<file path="src/rtl/regfile_mp_if.sv">
// Register-file port bundle: write lanes, read ports and busy-scoreboard controls.
// master drives requests (decode/writeback side), slave is the register file.
interface regfile_mp_if #(
    parameter int XLEN   = 32,
    parameter int NREGS  = 32,
    parameter int NUM_RD = 2,
    parameter int NUM_WR = 1,
    parameter int AW     = $clog2(NREGS)
);
    logic [NUM_WR-1:0]      we;
    logic [NUM_WR*AW-1:0]   wr_addr;
    logic [NUM_WR*XLEN-1:0] wr_data;
    logic [NUM_RD*AW-1:0]   rd_addr;
    logic [NUM_RD*XLEN-1:0] rd_data;
    logic [NUM_RD-1:0]      rd_busy;
    logic                   sb_set;
    logic [AW-1:0]          sb_addr;
    logic                   flush;

    modport master (
        output we, wr_addr, wr_data, rd_addr, sb_set, sb_addr, flush,
        input  rd_data, rd_busy
    );

    modport slave (
        input  we, wr_addr, wr_data, rd_addr, sb_set, sb_addr, flush,
        output rd_data, rd_busy
    );
endinterface

</file>
<file path="src/rtl/regfile_mp.sv">
// Multi-port register file with per-register busy scoreboard and write->read bypass.
// Latency: reads are combinational (0 cycles); writes and busy updates land at the next posedge.
// Backpressure: none; every port is accepted each cycle, consumers stall on rd_busy.
module regfile_mp #(
    parameter int XLEN     = 32,
    parameter int NREGS    = 32,
    parameter int NUM_RD   = 2,
    parameter int NUM_WR   = 1,
    parameter int ZERO_REG = 1
) (
    input logic         clk_i,
    input logic         rst_i,
    regfile_mp_if.slave bus
);
    localparam int AW = $clog2(NREGS);

    logic [XLEN-1:0]  mem_q [NREGS];
    logic [XLEN-1:0]  mem_d [NREGS];
    logic [NREGS-1:0] busy_q;
    logic [NREGS-1:0] busy_d;

    logic [NUM_RD*XLEN-1:0] rd_data_d;
    logic [NUM_RD-1:0]      rd_busy_d;

    function automatic logic addr_ok(input logic [AW-1:0] a);
        return {1'b0, a} < (AW+1)'(NREGS);
    endfunction

    function automatic logic is_zero(input logic [AW-1:0] a);
        return (ZERO_REG != 0) && (a == '0);
    endfunction

    // Lanes are walked low to high so the highest lane's write and data win.
    always_comb begin
        mem_d  = mem_q;
        busy_d = busy_q;
        for (int k = 0; k < NUM_WR; k++) begin
            if (bus.we[k] && addr_ok(bus.wr_addr[k*AW +: AW])) begin
                busy_d[bus.wr_addr[k*AW +: AW]] = 1'b0;
                if (!is_zero(bus.wr_addr[k*AW +: AW])) begin
                    mem_d[bus.wr_addr[k*AW +: AW]] = bus.wr_data[k*XLEN +: XLEN];
                end
            end
        end
        if (bus.flush) begin
            busy_d = '0;
        end
        // A new producer issued alongside a clear or flush keeps its register pending.
        if (bus.sb_set && addr_ok(bus.sb_addr) && !is_zero(bus.sb_addr)) begin
            busy_d[bus.sb_addr] = 1'b1;
        end
    end

    always_ff @(posedge clk_i) begin
        if (rst_i) begin
            for (int i = 0; i < NREGS; i++) begin
                mem_q[i] <= '0;
            end
            busy_q <= '0;
        end else begin
            mem_q  <= mem_d;
            busy_q <= busy_d;
        end
    end

    always_comb begin
        rd_data_d = '0;
        rd_busy_d = '0;
        for (int r = 0; r < NUM_RD; r++) begin
            if (addr_ok(bus.rd_addr[r*AW +: AW]) && !is_zero(bus.rd_addr[r*AW +: AW])) begin
                rd_data_d[r*XLEN +: XLEN] = mem_q[bus.rd_addr[r*AW +: AW]];
                rd_busy_d[r]              = busy_q[bus.rd_addr[r*AW +: AW]];
                for (int k = 0; k < NUM_WR; k++) begin
                    if (bus.we[k] && (bus.wr_addr[k*AW +: AW] == bus.rd_addr[r*AW +: AW])) begin
                        rd_data_d[r*XLEN +: XLEN] = bus.wr_data[k*XLEN +: XLEN];
                        rd_busy_d[r]              = 1'b0;
                    end
                end
            end
        end
    end

    assign bus.rd_data = rd_data_d;
    assign bus.rd_busy = rd_busy_d;
endmodule

</file>
<file path="src/flat_wrapper.sv">
// flat-port wrapper written by rule: the top's interface ports become plain ports
module regfile_mp_flat 
#(
    parameter int XLEN     = 32,
    parameter int NREGS    = 32,
    parameter int NUM_RD   = 2,
    parameter int NUM_WR   = 1,
    parameter int ZERO_REG = 1
)
  (clk_i, rst_i, bus_we, bus_wr_addr, bus_wr_data, bus_rd_addr, bus_sb_set, bus_sb_addr, bus_flush, bus_rd_data, bus_rd_busy);
  regfile_mp_if #(.XLEN(XLEN), .NREGS(NREGS), .NUM_RD(NUM_RD), .NUM_WR(NUM_WR)) bus_i ();
  input logic clk_i;
  input logic rst_i;
  input wire logic [$bits(bus_i.we)-1:0] bus_we;
  input wire logic [$bits(bus_i.wr_addr)-1:0] bus_wr_addr;
  input wire logic [$bits(bus_i.wr_data)-1:0] bus_wr_data;
  input wire logic [$bits(bus_i.rd_addr)-1:0] bus_rd_addr;
  input wire logic [$bits(bus_i.sb_set)-1:0] bus_sb_set;
  input wire logic [$bits(bus_i.sb_addr)-1:0] bus_sb_addr;
  input wire logic [$bits(bus_i.flush)-1:0] bus_flush;
  output wire logic [$bits(bus_i.rd_data)-1:0] bus_rd_data;
  output wire logic [$bits(bus_i.rd_busy)-1:0] bus_rd_busy;
  assign bus_i.we = bus_we;
  assign bus_i.wr_addr = bus_wr_addr;
  assign bus_i.wr_data = bus_wr_data;
  assign bus_i.rd_addr = bus_rd_addr;
  assign bus_i.sb_set = bus_sb_set;
  assign bus_i.sb_addr = bus_sb_addr;
  assign bus_i.flush = bus_flush;
  assign bus_rd_data = bus_i.rd_data;
  assign bus_rd_busy = bus_i.rd_busy;
  regfile_mp #(.XLEN(XLEN), .NREGS(NREGS), .NUM_RD(NUM_RD), .NUM_WR(NUM_WR), .ZERO_REG(ZERO_REG)) u_core (.clk_i(clk_i), .rst_i(rst_i), .bus(bus_i));
endmodule
</file>
<file path="config.mk">
export PLATFORM = sky130hd
export DESIGN_NAME = regfile_mp_flat
export DESIGN_NICKNAME = d
export VERILOG_FILES = /design/src/rtl/regfile_mp_if.sv /design/src/rtl/regfile_mp.sv /design/src/flat_wrapper.sv
export SDC_FILE = /design/constraint.sdc
export NUM_CORES = 2
export LEC_CHECK = 0
export ABC_CLOCK_PERIOD_IN_PS = 3000
export CELL_PAD_IN_SITES_DETAIL_PLACEMENT = 2
export CELL_PAD_IN_SITES_GLOBAL_PLACEMENT = 2
export CORE_MARGIN = 10
export CORE_UTILIZATION = 37
export CTS_BUF_LIST = sky130_fd_sc_hd__clkbuf_4 sky130_fd_sc_hd__clkbuf_8
export DETAILED_ROUTE_END_ITERATION = 6
export PLACE_DENSITY = 0.82
export SLEW_MARGIN = 20
export SYNTH_ARGS = -nofsm -noshare
export SYNTH_HDL_FRONTEND = slang
export SYNTH_SLANG_ARGS = --single-unit
</file>
<file path="constraint.sdc">
create_clock -name clk_i -period 3 [get_ports clk_i]
set_input_delay 0.6 -clock clk_i [delete_from_list [all_inputs] [get_ports clk_i]]
set_output_delay 0.6 -clock clk_i [all_outputs]
set_load 0.01 [all_outputs]
</file>
==> impl_metrics.yaml, run 1 <==
status:
  error_line: "[ERROR GRT-0232] Routing congestion too high. Check the congestion heatmap in the GUI."
  status: "stopped before the end"
  flow.stopped_at: "global routing"
placement:
  gp_congestion: 0.943
  dp_cells: 8169
  hpwl_um: 207000
  io_buffers: 122
sta:
  grt_worst_setup_endpoint: "bus_rd_data[25]"
  worst_path_end_type: "output port"
yosys:
  synth-seq-cells: 1056
  ys_warn_count: 0
  syn_area_um2: 54100
  synth-main-ff-cell: "dfxtp_1"
  ys_seq_area_frac: 0.391
  synth_cell_types: 63
  synth_fp_nets: 6246
  synth-async-reset-ratio: 0
  syn_avg_cell_area_um2: 8.74
  synth_edf_count: 0
  netlist_instances: 6189
clocking:
  cts_root_buf: "clkbuf_8"
  clock_sinks: 1056
  cts_buffers: 191
  clk_path_buf_depth: 3
  cts_hold_buf: 0
  htree_levels: 4
global_routing:
  grt_max_degree: 150
  antenna_found_initial: 165
  grtUsageTotal: 0.837
  gr-total-overflow: 505
floorplan:
  num_io_pins: 123
  die_h_um: 402
  initial_utilization: 0.372
  num_rows: 140
  die_w_um: 402
-- routing by layer --
layer / global-route usage / GRT overflow
met5: 0.664 / 4
met4: 0.803 / 184
met3: 0.801 / 48
met2: 0.918 / 227
met1: 0.819 / 42
-- repair_timing --
action	in CTS
pin swaps	167
cloned	4
buffers inserted	71
resized for setup	827
endpoints found under the setup margin	66
-- stage by stage --
step / setup slack [ns] / area, um2 / hold WS (ns) / util
after global placement: -1.12 / 62000 / 0.448 / 0.426
after floorplan: 0.0247 / 54100 / 0.419 / -
after detailed placement: -1.22 / 62100 / 0.464 / 0.426
after CTS: -0.684 / 68600 / 0.00194 / 0.471
-- kinds of logic after synthesis --
family / share of synthesized area
compound gates: 0.159
simple gates: 0.166
flops: 0.391
buf+inv: 0.0547
mux: 0.228
xor+xnor: 0.00162
-- cell usage after synthesis, types with 4 or more instances --
| master | count | area [um2] |
|---|---|---|
| buf_4 | 22 | 165 |
| nor3_1 | 28 | 140 |
| clkbuf_2 | 18 | 90.1 |
| buf_6 | 25 | 282 |
| a211oi_1 | 43 | 323 |
| or2_2 | 4 | 25.0 |
| and2_1 | 4 | 25.0 |
| nor3b_1 | 12 | 90.1 |
| a221o_1 | 37 | 370 |
| a32o_1 | 22 | 220 |
| o22a_1 | 11 | 96.3 |
| xnor2_1 | 10 | 87.6 |
| nor2b_1 | 66 | 413 |
| o21bai_1 | 20 | 150 |
| nand2b_1 | 13 | 81.3 |
| nand3_1 | 19 | 95.1 |
| a32oi_1 | 5 | 43.8 |
| nand2_1 | 2046 | 7680 |
| nor2_1 | 57 | 214 |
| dfxtp_1 | 1056 | 21100 |
| a221oi_1 | 78 | 683 |
| and3b_1 | 5 | 43.8 |
| o211ai_1 | 19 | 143 |
| mux4_2 | 425 | 9570 |
| nand3b_1 | 5 | 37.5 |
| a22oi_1 | 49 | 368 |
| a31oi_1 | 5 | 31.3 |
| mux2i_1 | 265 | 2650 |
| buf_2 | 83 | 415 |
| o22ai_1 | 37 | 231 |
| buf_8 | 4 | 60.1 |
| inv_1 | 5 | 18.8 |
| buf_1 | 21 | 78.8 |
| and3_1 | 4 | 25.0 |
| mux4_1 | 4 | 105 |
| a21oi_1 | 1077 | 5390 |
| a22o_1 | 24 | 210 |
| clkbuf_1 | 485 | 1820 |
| o21ai_0 | 38 | 190 |
==> inputs of run 2 (changes only) <==
Settings changed: ABC_CLOCK_PERIOD_IN_PS 3000 to 3900, CELL_PAD_IN_SITES_DETAIL_PLACEMENT 2 to default, CELL_PAD_IN_SITES_GLOBAL_PLACEMENT 2 to default, CORE_UTILIZATION 37 to 25, CTS_BUF_LIST sky130_fd_sc_hd__clkbuf_4 sky130_fd_sc_hd__clkbuf_8 to default, PLACE_DENSITY 0.82 to default, PLACE_DENSITY_LB_ADDON from default to 0.15.
Clock period 3 ns to 3.9 ns, I/O delays scaled along.
==> impl_metrics.yaml, run 2 <==
clocking:
  cts_root_buf: "clkbuf_16"
  cts_tree: "built"
  cts_hold_buf: 0
  clkLatencyLatePin_ns: 0.80
  clock_sinks: 1056
  cts_buffers: 131
  htree_levels: 4
  clkTransAtPathRegs_ns: 0.06
  clk_path_buf_depth: 3
floorplan:
  num_io_pins: 123
  die_w_um: 485
  die_area_um2: 235000
  initial_utilization: 0.252
  core_area_um2: 215000
  die_h_um: 485
  num_rows: 170
final_layout:
  largest_reg_flops: 1024
  drive_gt1_frac: 0.235
  final_cells: 9414
  reg_top3: "u_core.mem_q (1024), u_core.busy_q (32)"
  regMostFlops: "u_core.mem_q"
  final_cell_mix: "nand2_1, a21oi_1, dfxtp_1"
  syn2layout_area_growth_pct: 26.4
  nets: 6516
  final_common_cell: "nand2_1"
  utilization: 0.318
drt:
  vias_per_cell: 5.46
  wl_met1_um: 121000
  postRouteAntennaNets: 0
  num_vias: 51366
  drt_iter0_markers: 5526
  dr.pass1.iters: 6
  wl_met2_um: 136000
  dr_wl_met3_um: 19600
  routed_wl_um: 292000
  avgRoutedWirePerCell_um: 31.0
  routed.top_layer: "met5"
  drc: 0
placement:
  io_buffers: 122
  gp_congestion: 0.923
  dp_cells: 9098
  hpwl_um: 193000
power:
  irDropWorstVdd_mv: 0.489
  power_leakage_nw: 23.1
  p_per_area_nw_per_um2: 397
yosys:
  synth-main-ff-cell: "dfxtp_1"
  syn_area_um2: 54100
  synth.area.top_cells: "dfxtp_1, mux4_2, nand2_1, a21oi_1, mux2i_1"
  synth-seq-cells: 1056
  synth-async-reset-ratio: 0
  synth_cell_types: 63
  yosys.area.top_type: "dfxtp_1"
  syn_avg_cell_area_um2: 8.74
  synth_top_area_frac: 0.391
  synth_fp_nets: 6246
  synth_common_cells: "nand2_1, a21oi_1, dfxtp_1"
  ys_seq_area_frac: 0.391
  ys_warn_count: 0
  netlist_instances: 6189
  yosys.cell_count.top_type: "nand2_1"
  synth_edf_count: 0
sta:
  post-route-period-util: 1.00
  slew_headroom: 0.361
  setup_viol: 1
  skew_ns: 0
  rsz0062_at_grt: "true"
  maxSlewViolCount: 0
  post-route-min-period_ns: 3.91
  tns_ns: -0.00703
  worst_slack_ns: -0.00703
  clock.fmax_mhz: 256
  hold_viol_final: 0
  whs_ns: 0.437
  worst_pin_slew_ns: 0.958
setup_path:
  crit_fanout: 11
  crit_path_top_delay_cell: "mux4_2"
  cp-end-kind: "primary output"
  r2r_cells: 2
  reg2reg_from: "u_core.busy_q[0]"
  path_cells: "buf_12 -> buf_16 -> buf_4 -> buf_12 -> mux4_2 -> a221o_1 -> a221o_2 -> buf_2"
  critPathRequiredTime_ns: 3.12
  critPathLaunchType: "primary input"
  slowest_delay_ns: 0.55
  rr_endpoint: "u_core.busy_q[0]"
  cpMostUsedCell: "buf_12"
  rrSetupSlack_ns: 3.10
  arrival_ns: 3.13
  path_class: "in -> out"
  crit_path_end: "bus_rd_data[13]"
  cp-startpoint: "bus_rd_addr[0]"
status:
  violations: "setup timing"
  status: "finished, violations left"
global_routing:
  grt_max_degree: 147
  gr-total-overflow: 0
  antenna_found_initial: 13
  grt_pass1_vias: 48734
  grtUsageTotal: 0.237
  grt_pass1_wl_um: 402000
hold_path:
  hold_class: "in -> reg"
flow_run:
  drv_cap: 0
run 2: timing repair:
action / in CTS / in global routing
buffers inserted: 38 / 22
gates cloned: 7 / 0
setup endpoints to repair: 66 / 45
resized for setup: 317 / 45
pin swaps: 25 / 13
run 2: per-layer routing:
metal | vias to the layer above | global-route usage
met1 | 26095 | 0.305
met2 | 2267 | 0.387
met5 | - | 0
li1 | 22397 | -
met4 | 4 | 0.109
met3 | 603 | 0.0396
run 2: kinds of logic after synthesis:
kind of cell / after synthesis / share of synthesized area
buffers and inverters: 666 / 0.0547
flip-flops: 1056 / 0.391
XOR/XNOR: 10 / 0.00162
multiplexers: 694 / 0.228
AO/OA/AOI/OAI: 1482 / 0.159
AND/OR/NAND/NOR: 2281 / 0.166
run 2: worst min-delay path by stage:
stage	startpoint	end	depth (start not counted)
after CTS	rst_i	u_core.mem_q[995]	2
after detailed placement	u_core.mem_q[855]	u_core.mem_q[855]	2
after floorplan	u_core.busy_q[0]	u_core.busy_q[0]	2
after global routing	rst_i	u_core.mem_q[707]	2
final	rst_i	u_core.mem_q[995]	2
after global placement	u_core.mem_q[177]	u_core.mem_q[177]	2
run 2: worst max-delay path: cells and delay by family:
kind,cells,cell delay (ns)
AO/OA/AOI/OAI,2,0.97
buffers and inverters,5,0.78
multiplexers,1,0.55
run 2: power by group:
group	total [mW]	switching (mW)	internal (mW)	leakage, nW
clock	13.0	5.30	7.72	2.22
combinational	3.19	1.99	1.20	12.4
sequential	10.9	0.0592	10.9	8.51
run 2: cell type report:
| class | count | area [um2] |
|---|---|---|
| Sequential cell | 1056 | 21100 |
| Fill cell | 22089 | 147000 |
| Clock buffer | 201 | 3990 |
| Multi-Input combinational cell | 4467 | 30900 |
| Tap cell | 2838 | 3550 |
| Inverter | 6 | 23.8 |
| Timing Repair Buffer | 797 | 8210 |
| Clock inverter | 38 | 517 |
| Antenna cell | 11 | 27.5 |
run 2: metrics by stage:
| step | cell area (um2) | total power [mW] | worst slack, ns |
|---|---|---|---|
| CTS | 68100 | 27.3 | -0.138 |
| global route | 68400 | 27.9 | -0.0165 |
| global placement | 62500 | 14.2 | -1.11 |
| floorplan | 54100 | 12.6 | 0.565 |
| detailed placement | 62500 | 14.2 | -1.08 |
| finish | 68400 | 27.1 | -0.00703 |
(Power assumes the default switching activity.)
